--- config.mk ---
export PLATFORM = sky130hd
export DESIGN_NAME = reg_bank_arbiter_flat
export DESIGN_NICKNAME = d
export VERILOG_FILES = /design/src/rtl/reg_bank_arbiter_pkg.sv /design/src/rtl/reg_bank_arbiter_if.sv /design/src/rtl/reg_bank_arbiter_rr_pick.sv /design/src/rtl/reg_bank_arbiter.sv /design/src/flat_wrapper.sv
export SDC_FILE = /design/constraint.sdc
export NUM_CORES = 1
export LEC_CHECK = 0
export CAP_MARGIN = 0
export CORE_ASPECT_RATIO = 1.5
export CORE_MARGIN = 2
export CORE_UTILIZATION = 23
export DETAILED_ROUTE_END_ITERATION = 16
export RECOVER_POWER = 25
export SLEW_MARGIN = 15
export SYNTH_ARGS = -nofsm -noshare
export SYNTH_HDL_FRONTEND = slang
export SYNTH_SLANG_ARGS = --single-unit
--- constraint.sdc ---
create_clock -name clk -period 29.7 [get_ports clk]
set_clock_uncertainty 0.1 [all_clocks]
set_input_delay 5.94 -clock clk [delete_from_list [all_inputs] [get_ports clk]]
set_output_delay 5.94 -clock clk [all_outputs]
set_load 0.05 [all_outputs]
--- src/rtl/reg_bank_arbiter_pkg.sv ---
// Shared types and helpers for the round-robin register-bank arbiter.
// Holds the FSM state encoding, default widths and the one-hot grant helper.
package reg_bank_arb_pkg;

  localparam int DEF_NREQ     = 4;
  localparam int DEF_DW       = 16;
  localparam int DEF_AW       = 4;
  localparam int DEF_HOLD_MAX = 15;
  localparam int MAX_NREQ     = 8;

  typedef enum logic [1:0] {
    IDLE    = 2'd0,
    GRANT   = 2'd1,
    ACCESS  = 2'd2,
    RELEASE = 2'd3
  } state_t;

  function automatic logic [MAX_NREQ-1:0] onehot(input logic [2:0] idx);
    onehot      = '0;
    onehot[idx] = 1'b1;
  endfunction

endpackage

--- src/rtl/reg_bank_arbiter_if.sv ---
// Requester-side bus of the register-bank arbiter: packed per-requester
// request fields in, grant/ack/read data and status out.
interface reg_bank_arbiter_if #(
  parameter int NREQ = 4,
  parameter int DW   = 16,
  parameter int AW   = 4
);
  logic [NREQ-1:0]    i_req;
  logic [NREQ-1:0]    i_we;
  logic [NREQ*AW-1:0] i_addr;
  logic [NREQ*DW-1:0] i_wdata;
  logic [NREQ-1:0]    o_gnt;
  logic [NREQ-1:0]    o_ack;
  logic [DW-1:0]      o_rdata;
  logic               o_busy;
  logic               o_timeout;

  modport slave (
    input  i_req, i_we, i_addr, i_wdata,
    output o_gnt, o_ack, o_rdata, o_busy, o_timeout
  );

  modport master (
    output i_req, i_we, i_addr, i_wdata,
    input  o_gnt, o_ack, o_rdata, o_busy, o_timeout
  );
endinterface

--- src/rtl/reg_bank_arbiter_rr_pick.sv ---
// Combinational round-robin selector: first set request after rr_ptr,
// wrapping modulo NREQ, so the previous winner is considered last.
module rr_pick #(
  parameter int NREQ = 4,
  parameter int IW   = 2
) (
  input  logic [NREQ-1:0] req,
  input  logic [IW-1:0]   rr_ptr,
  output logic [IW-1:0]   winner,
  output logic            valid
);

  logic [IW-1:0] cand;

  always_comb begin
    winner = '0;
    valid  = 1'b0;
    cand   = '0;
    for (int i = 1; i <= NREQ; i++) begin
      cand = IW'((int'(rr_ptr) + i) % NREQ);
      if (!valid && req[cand]) begin
        valid  = 1'b1;
        winner = cand;
      end
    end
  end

endmodule

--- src/rtl/reg_bank_arbiter.sv ---
// Round-robin arbiter/sequencer owning a 2**AW x DW register bank shared by NREQ requesters.
// Optional RELEASE hold timeout is enabled by defining REG_BANK_ARB_TIMEOUT_EN.
module reg_bank_arbiter
  import reg_bank_arb_pkg::*;
#(
  parameter int NREQ     = DEF_NREQ,
  parameter int DW       = DEF_DW,
  parameter int AW       = DEF_AW,
  parameter int HOLD_MAX = DEF_HOLD_MAX
) (
  input logic               clk,
  input logic               rst,
  reg_bank_arbiter_if.slave bus
);

  localparam int IW    = (NREQ > 1) ? $clog2(NREQ) : 1;
  localparam int DEPTH = 2 ** AW;

  state_t          state_q, state_d;
  logic [IW-1:0]   winner_q, winner_d;
  logic [IW-1:0]   rr_ptr_q, rr_ptr_d;
  logic [NREQ-1:0] gnt_q, gnt_d;
  logic [NREQ-1:0] ack_q, ack_d;
  logic [DW-1:0]   rdata_q, rdata_d;
  logic [DW-1:0]   bank_q [DEPTH];
  logic [DW-1:0]   bank_d [DEPTH];

  logic [IW-1:0]   pick_idx;
  logic            pick_vld;
  logic            cur_req;
  logic            cur_we;
  logic [AW-1:0]   cur_addr;
  logic [DW-1:0]   cur_wdata;
  logic            force_rel;

  // Request fields of the current winner; requesters hold them until ack.
  assign cur_req   = bus.i_req[winner_q];
  assign cur_we    = bus.i_we[winner_q];
  assign cur_addr  = bus.i_addr[int'(winner_q)*AW +: AW];
  assign cur_wdata = bus.i_wdata[int'(winner_q)*DW +: DW];

  rr_pick #(
    .NREQ (NREQ),
    .IW   (IW)
  ) u_rr_pick (
    .req    (bus.i_req),
    .rr_ptr (rr_ptr_q),
    .winner (pick_idx),
    .valid  (pick_vld)
  );

  always_comb begin
    state_d  = state_q;
    winner_d = winner_q;
    rr_ptr_d = rr_ptr_q;
    gnt_d    = gnt_q;
    ack_d    = '0;
    rdata_d  = rdata_q;
    bank_d   = bank_q;
    case (state_q)
      IDLE: begin
        if (pick_vld) begin
          winner_d = pick_idx;
          gnt_d    = NREQ'(onehot(3'(pick_idx)));
          state_d  = GRANT;
        end
      end
      GRANT: begin
        // A requester that withdraws before access gets neither ack nor a bank update.
        if (!cur_req) begin
          gnt_d    = '0;
          rr_ptr_d = winner_q;
          state_d  = IDLE;
        end else begin
          state_d  = ACCESS;
        end
      end
      ACCESS: begin
        if (cur_we) bank_d[cur_addr] = cur_wdata;
        else        rdata_d          = bank_q[cur_addr];
        ack_d   = NREQ'(onehot(3'(winner_q)));
        state_d = RELEASE;
      end
      RELEASE: begin
        if (!cur_req || force_rel) begin
          gnt_d    = '0;
          rr_ptr_d = winner_q;
          state_d  = IDLE;
        end
      end
      default: state_d = IDLE;
    endcase
  end

  always_ff @(posedge clk or posedge rst) begin
    if (rst) begin
      state_q  <= IDLE;
      winner_q <= '0;
      rr_ptr_q <= IW'(NREQ - 1);
      gnt_q    <= '0;
      ack_q    <= '0;
      rdata_q  <= '0;
      for (int i = 0; i < DEPTH; i++) bank_q[i] <= '0;
    end else begin
      state_q  <= state_d;
      winner_q <= winner_d;
      rr_ptr_q <= rr_ptr_d;
      gnt_q    <= gnt_d;
      ack_q    <= ack_d;
      rdata_q  <= rdata_d;
      bank_q   <= bank_d;
    end
  end

`ifdef REG_BANK_ARB_TIMEOUT_EN
  localparam int CW = $clog2(HOLD_MAX + 1);

  logic [CW-1:0] hold_cnt_q, hold_cnt_d;
  logic          timeout_q, timeout_d;

  // Counter is zero on the first RELEASE cycle, so the HOLD_MAX-th cycle forces release.
  always_comb begin
    hold_cnt_d = (state_q == RELEASE) ? hold_cnt_q + CW'(1) : '0;
    force_rel  = (state_q == RELEASE) && cur_req && (hold_cnt_q == CW'(HOLD_MAX - 1));
    timeout_d  = force_rel;
  end

  always_ff @(posedge clk or posedge rst) begin
    if (rst) begin
      hold_cnt_q <= '0;
      timeout_q  <= 1'b0;
    end else begin
      hold_cnt_q <= hold_cnt_d;
      timeout_q  <= timeout_d;
    end
  end

  assign bus.o_timeout = timeout_q;
`else
  logic unused_hold;

  assign force_rel     = 1'b0;
  assign unused_hold   = (HOLD_MAX != 0);
  assign bus.o_timeout = 1'b0;
`endif

  assign bus.o_gnt   = gnt_q;
  assign bus.o_ack   = ack_q;
  assign bus.o_rdata = rdata_q;
  assign bus.o_busy  = (state_q != IDLE);

endmodule

--- src/flat_wrapper.sv ---
// flat-port wrapper written by rule: the top's interface ports become plain ports
module reg_bank_arbiter_flat import reg_bank_arb_pkg::*;
#(
  parameter int NREQ     = DEF_NREQ,
  parameter int DW       = DEF_DW,
  parameter int AW       = DEF_AW,
  parameter int HOLD_MAX = DEF_HOLD_MAX
)
  (clk, rst, bus_i_req, bus_i_we, bus_i_addr, bus_i_wdata, bus_o_gnt, bus_o_ack, bus_o_rdata, bus_o_busy, bus_o_timeout);
  reg_bank_arbiter_if #(.NREQ(NREQ), .DW(DW), .AW(AW)) bus_i ();
  input logic clk;
  input logic rst;
  input wire logic [$bits(bus_i.i_req)-1:0] bus_i_req;
  input wire logic [$bits(bus_i.i_we)-1:0] bus_i_we;
  input wire logic [$bits(bus_i.i_addr)-1:0] bus_i_addr;
  input wire logic [$bits(bus_i.i_wdata)-1:0] bus_i_wdata;
  output wire logic [$bits(bus_i.o_gnt)-1:0] bus_o_gnt;
  output wire logic [$bits(bus_i.o_ack)-1:0] bus_o_ack;
  output wire logic [$bits(bus_i.o_rdata)-1:0] bus_o_rdata;
  output wire logic [$bits(bus_i.o_busy)-1:0] bus_o_busy;
  output wire logic [$bits(bus_i.o_timeout)-1:0] bus_o_timeout;
  assign bus_i.i_req = bus_i_req;
  assign bus_i.i_we = bus_i_we;
  assign bus_i.i_addr = bus_i_addr;
  assign bus_i.i_wdata = bus_i_wdata;
  assign bus_o_gnt = bus_i.o_gnt;
  assign bus_o_ack = bus_i.o_ack;
  assign bus_o_rdata = bus_i.o_rdata;
  assign bus_o_busy = bus_i.o_busy;
  assign bus_o_timeout = bus_i.o_timeout;
  reg_bank_arbiter #(.NREQ(NREQ), .DW(DW), .AW(AW), .HOLD_MAX(HOLD_MAX)) u_core (.clk(clk), .rst(rst), .bus(bus_i));
endmodule
# Word level (Yosys, flattened, before mapping)
# Index checks and enable logic that the tools add are counted.
dict set report word_totals {
  register_bits 286
  elab_cells 105
  input_bits 90
  output_inout_bits 26
}
dict set report op_classes {
  magnitude_cmp 11
  n_bitwise 3
  addsub 4
  shifts 2
  reduce_logical 19
  eq_ne 6
  n_mux 38
}
# operator count
set ops {}
lappend ops {{256-bit bitwise mux} 1}
lappend ops {{16-bit binary-select mux with 4-bit select} 1}
lappend ops {{16-bit demux with 4-bit select} 1}
lappend ops {{64-bit by 7-bit variable part select with 16-bit output} 1}
lappend ops {{16-bit 2-to-1 mux} 3}
lappend ops {{16-bit by 5-bit variable part select with 4-bit output} 1}
lappend ops {{2-bit by 3-bit < comparator with 1-bit output (second input constant)} 5}
lappend ops {{2-bit 2-to-1 mux} 7}
lappend ops {{1-bit binary-select mux with 2-bit select} 6}
lappend ops {{1-bit 2-to-1 mux} 12}
lappend ops {{4-bit 2-to-1 mux} 3}
lappend ops {{2-bit AND reduction} 5}
lappend ops {{2-bit by 4-bit < comparator with 1-bit output (second input constant)} 2}
lappend ops {{2-bit one-hot mux with 4 select lines} 1}
lappend ops {{4-bit one-hot mux with 2 select lines} 1}
lappend ops {{1-bit logical AND} 6}
lappend ops {{5-bit greater-or-equal comparator (second input constant)} 1}
lappend ops {{5-bit by 1-bit < comparator with 1-bit output (second input constant)} 1}
lappend ops {{4-bit inverter with 5-bit output} 1}
lappend ops {{2-bit by 1-bit adder with 2-bit output (second input constant)} 2}
lappend ops {{2-bit adder (second input constant)} 2}
lappend ops {{1-bit demux with 2-bit select} 2}
lappend ops {{2-bit == test (second input constant)} 2}
lappend ops {{2-bit by 1-bit greater-or-equal comparator with 1-bit output (second input constant)} 2}
lappend ops {{9 further kinds} 14}

# Logic depth before layout (Yosys ltp)
dict set report depth {
  word_depth 19
  ltp_mapped 9
  depth_no_buf 5
}

# Cells and area by module
# A second synthesis with hierarchy kept.
dict set report unflattened {
  hier_cells 977
  hier_area_um2 13674.4
}
# module seq_area_each_um2 cells_per_inst area_each_um2 instances
set modules_own_cells {}
lappend modules_own_cells {reg_bank_arbiter 7159.4 963 13583.0 1}
lappend modules_own_cells {rr_pick 0.0 14 91.3 1}

# Least setup slack after synthesis
# OpenSTA, ideal clock, no wires.
dict set report synth_timing {
  kind {in2reg}
  startpoint {in bus_i_addr[15]}
  endpoint {reg u_core.bank_q[192] (netlist name)}
  path_slack_ns 21.929
  arrival_time_ns 7.546
  path_stages 6
  required_ns 29.475
  path_buffers 2
  setup_time_ns 0.125
  cell_sequence {mux4_2 -> nor3_4 -> and3_1 -> buf_4 -> buf_6 -> mux2_2}
}
dict set report synth_between {
  elab_chain_len 7
}
# item line
set synth_lines {}
lappend synth_lines {{start, declared} flat_wrapper.sv:15} ;# input wire logic [$bits(bus_i.i_addr)-1:0] bus_i_addr;
lappend synth_lines {{16-bit by 5-bit variable part select with 4-bit output (*)} reg_bank_arbiter.sv:39} ;# assign cur_addr = bus.i_addr[int'(winner_q)*AW +: AW];
lappend synth_lines {{4-bit inverter with 5-bit output (implied by the code) (*)} reg_bank_arbiter.sv:79} ;# if (cur_we) bank_d[cur_addr] = cur_wdata;
lappend synth_lines {{5-bit greater-or-equal comparator (implied by the code) / 5-bit by 1-bit < comparator with 1-bit output (equally long branches)} reg_bank_arbiter.sv:79}
lappend synth_lines {{1-bit logical AND (implied by the code)} reg_bank_arbiter.sv:79}
lappend synth_lines {{16-bit 2-to-1 mux (implied by the code)} reg_bank_arbiter.sv:79}
lappend synth_lines {{16-bit demux with 4-bit select (*)} reg_bank_arbiter.sv:79}
lappend synth_lines {{256-bit bitwise mux (*)} reg_bank_arbiter.sv:79}
lappend synth_lines {{end signal, assigned} reg_bank_arbiter.sv:111} ;# bank_q <= bank_d;
lappend synth_lines {{end, declared} reg_bank_arbiter.sv:25} ;# logic [DW-1:0] bank_q [DEPTH];
# Every way passes the cells marked *; elsewhere a longest branch is shown, timed or not.
# A chain may end at the register's enable or synchronous reset.

==> results.md <==
- Routed len/inst: 18.5 um
- Post-synth ARST share: 100%
- Vias: 8,595
- Worst R2R Start: u_core.winner_q[1]$_DFFE_PP0P_
- Synth cell count leaders: dfrtp_1, mux2_2, mux2i_1
- Hold_ws: 0.390 ns
- Max Slew Vio Count: 131
- Post-synthesis register bit count: 286
- Root buffer cell: clkbuf_16
- Critical Path Fanout Max: 130
- Fin. Hold Viols: 0
- Residual DRC: 0
- H-tree depth: 1
- Share of layout cells above drive strength 1: 30.1%
- Setup Crit Path Kind: in -> async
- Row cnt: 109
- Final antenna-violating net count: 0
- Syn Area/Cell: 13.2 um^2
- Setup_tns: 0 ns
- I/O pins: 116
- Hold buffer count at cts: 0
- Crit end category: async pin
- Distinct cells, synth: 42
- Status: finished, violations left
- CTS clk-pin slew, worst paths: 0.06 ns
- Sequential share of power: 37.4%
- Syn nets: 1,131
- RSZ-0062 raised after global routing: false
- Die width: 204 um
- CTS Sinks: 286
- Clk buf depth: 3
- Worst-Skew Late Latency: 0.55 ns
- CP max-delay cell: clkinvlp_2
- Sequential area share after synthesis: 52.0%
- Synth top area cells: dfrtp_1, mux2_2, mux2i_1
- Final WL: 35,700 um
- Most numerous cell in the Yosys netlist: dfrtp_1
- Post-DP Area: 15,600 um^2
- Ant diodes: 0
- Design Area, Final: 16,600 um^2
- Least-Margin Pin Slew: 5.77 ns
- Synth Warn #: 0
- Util after Layout: 28.0%
- Initial Utilization: 23.3%
- Largest net degree at the start of global routing: 131
- WP data required: 30.15 ns
- Port-buffer cells: 114
- Nets: 1,218
- Hold_sp: u_core.bus.o_gnt[0]$_DFFE_PP0P_
- Max-slew headroom: -287%
- Gpl congestion: 0.749
- Vias per cell: 4.46
- Mapped Area: 13,800 um^2
- Leakage: 7.72 nW
- CTS tree: built
- Initial DRC Count: 534
- Element type at the critical path start: primary input
- Post-CTS sizing: 0
- Synth area leader: dfrtp_1
- Violated checks: max-capacitance violations, max-slew violations
- CP startpoint: rst
- Clock power frac: 21.4%
- Layout area overhead: 20.3%
- Pre-CTS setup slack: 19.75 ns
- Die ar.: 61,900 um^2
- Antenna violations before repair: 0
- P_sw: 0.645 mW
- GRT Total Usage: 11.6%
- Setup WS post-layout: 18.05 ns
- Comb pwr share: 41.2%
- TritonCTS Buffers: 27
- Internal power: 1.09 mW
- Worst path max stage delay: 3.17 ns
- Share of the synthesized area in the top cell type: 51.6%
- Most common flop cell mapped by yosys: dfrtp_1
- Total core area: 59,100 um^2
- DP HPWL: 22,400 um
- Vert. Die Dim: 304 um
- Post-Synthesis Cells: 1,041
- Number of synthesized flops with an enable pin: 0
- GR Overflow Total: 0
- CP cell instances: dlygate4sd3_1 -> clkinvlp_2 -> clkbuf_1 -> buf_16 -> buf_4
- Maximum clock frequency: 85.8 MHz
- Worst EP arrival: 12.10 ns
- Fin crit share: 39.2%
- Maximum vdd ir drop: 54.4 uV
- Hold WC Path Type: reg -> reg
- Switching Fraction: 37.1%
- Vias in the first global route: 9,469
- Crit path time final: 11.65 ns
- First-pass iteration count of the detailed router: 4
- Final-report setup violation count: 0
- Post-CTS Setup Repair Bufs: 0
- Power density over the cells: 105 nW/um^2
- Max-cap viol count: 1
- First-pass GRT wire length: 55,900 um
## critical path, delay by kind of cell
kind	cells	cell delay (ns)
buffers and inverters	5	5.98
## cell usage in the layout, fill, tap and decap left out, drive strengths merged, types with 3 or more instances in the layout
master,instances
nor2,16
inv,3
o22ai,18
nand2b,4
buf,16
o21ai,9
nor2b,4
clkbuf,43
nor3,4
dfrtp,284
clkdlybuf4s50,112
mux2,258
bufinv,5
mux2i,150
nor4,17
nand2,112
a21oi,48
mux4,21
## flip-flops by register name (all words and copies together) (netlist names), named ones only
name                count
u_core.bank_q         256
u_core.bus.o_ack        4
u_core.bus.o_gnt        4
u_core.bus.o_rdata     16
u_core.rr_ptr_q         2
u_core.state_q          1
u_core.winner_q         2
## power groups by stage
stage	registers, mW	logic (mW)	clock network (mW)
after global routing	0.672	0.782	0.398
after floorplan	0.672	0.507	0
final	0.651	0.717	0.372
after global placement	0.651	0.714	0
after detailed placement	0.659	0.724	0
after CTS	0.652	0.727	0.380
## area by class of cell
| cell class | instances | area [um^2] |
|---|---|---|
| clock buffer | 41 | 778 |
| clock inverter | 8 | 168 |
| fill | 6006 | 42500 |
| inverter | 4 | 16.3 |
| multi-input combinational | 677 | 6180 |
| sequential | 286 | 7160 |
| tap | 777 | 972 |
| timing repair buffer | 132 | 1290 |
## logic make-up (layout without fill, tap and decap cells)
family / after synthesis / count (layout) / synth area share, %
AOI/OAI and AO/OA: 79 / 79 / 3.10
buffers and inverters: 78 / 185 / 3.24
DFF: 286 / 286 / 52.0
muxes: 429 / 429 / 35.5
other: 1 / 1 / 0.0272
and+or+nand+nor: 168 / 168 / 6.15
## per-layer routing
layer / GRT usage [%] / share of wire, % / wire length (um) / up-vias
met5: 0 / 0 / 0 / -
met3: 1.39 / 3.3 / 1170 / 60
met1: 14.2 / 42 / 15000 / 4452
met2: 20.4 / 51 / 18200 / 163
li1: - / - / - / 3920
met4: 4.75 / 3.7 / 1300 / 0
## through the flow
step | std cells | power [mW]
after CTS | 1924 | 1.76
after global placement | 1875 | 1.37
after floorplan | 1041 | 1.18
after global routing | 1925 | 1.85
after detailed placement | 1875 | 1.38
final | 1925 | 1.74
## worst paths after layout
kind / endpoint / slack, ns / cells after the start
setup / recovery: u_core.bank_q[242]$_DFFE_PP0P_ / 18.05 / 5
hold / removal: u_core.bus.o_gnt[0]$_DFFE_PP0P_ / 0.39 / 2
setup reg to reg: u_core.bank_q[163]$_DFFE_PP0P_ / 24.95 / 7
hold reg to reg: u_core.bus.o_gnt[0]$_DFFE_PP0P_ / 0.39 / 2
max in group clk: u_core.bank_q[163]$_DFFE_PP0P_ / 20.35 / 8
min in group asynchronous: u_core.bank_q[154]$_DFFE_PP0P_ / 7.55 / 2
Note: power is estimated with default switching activity, not from simulation.
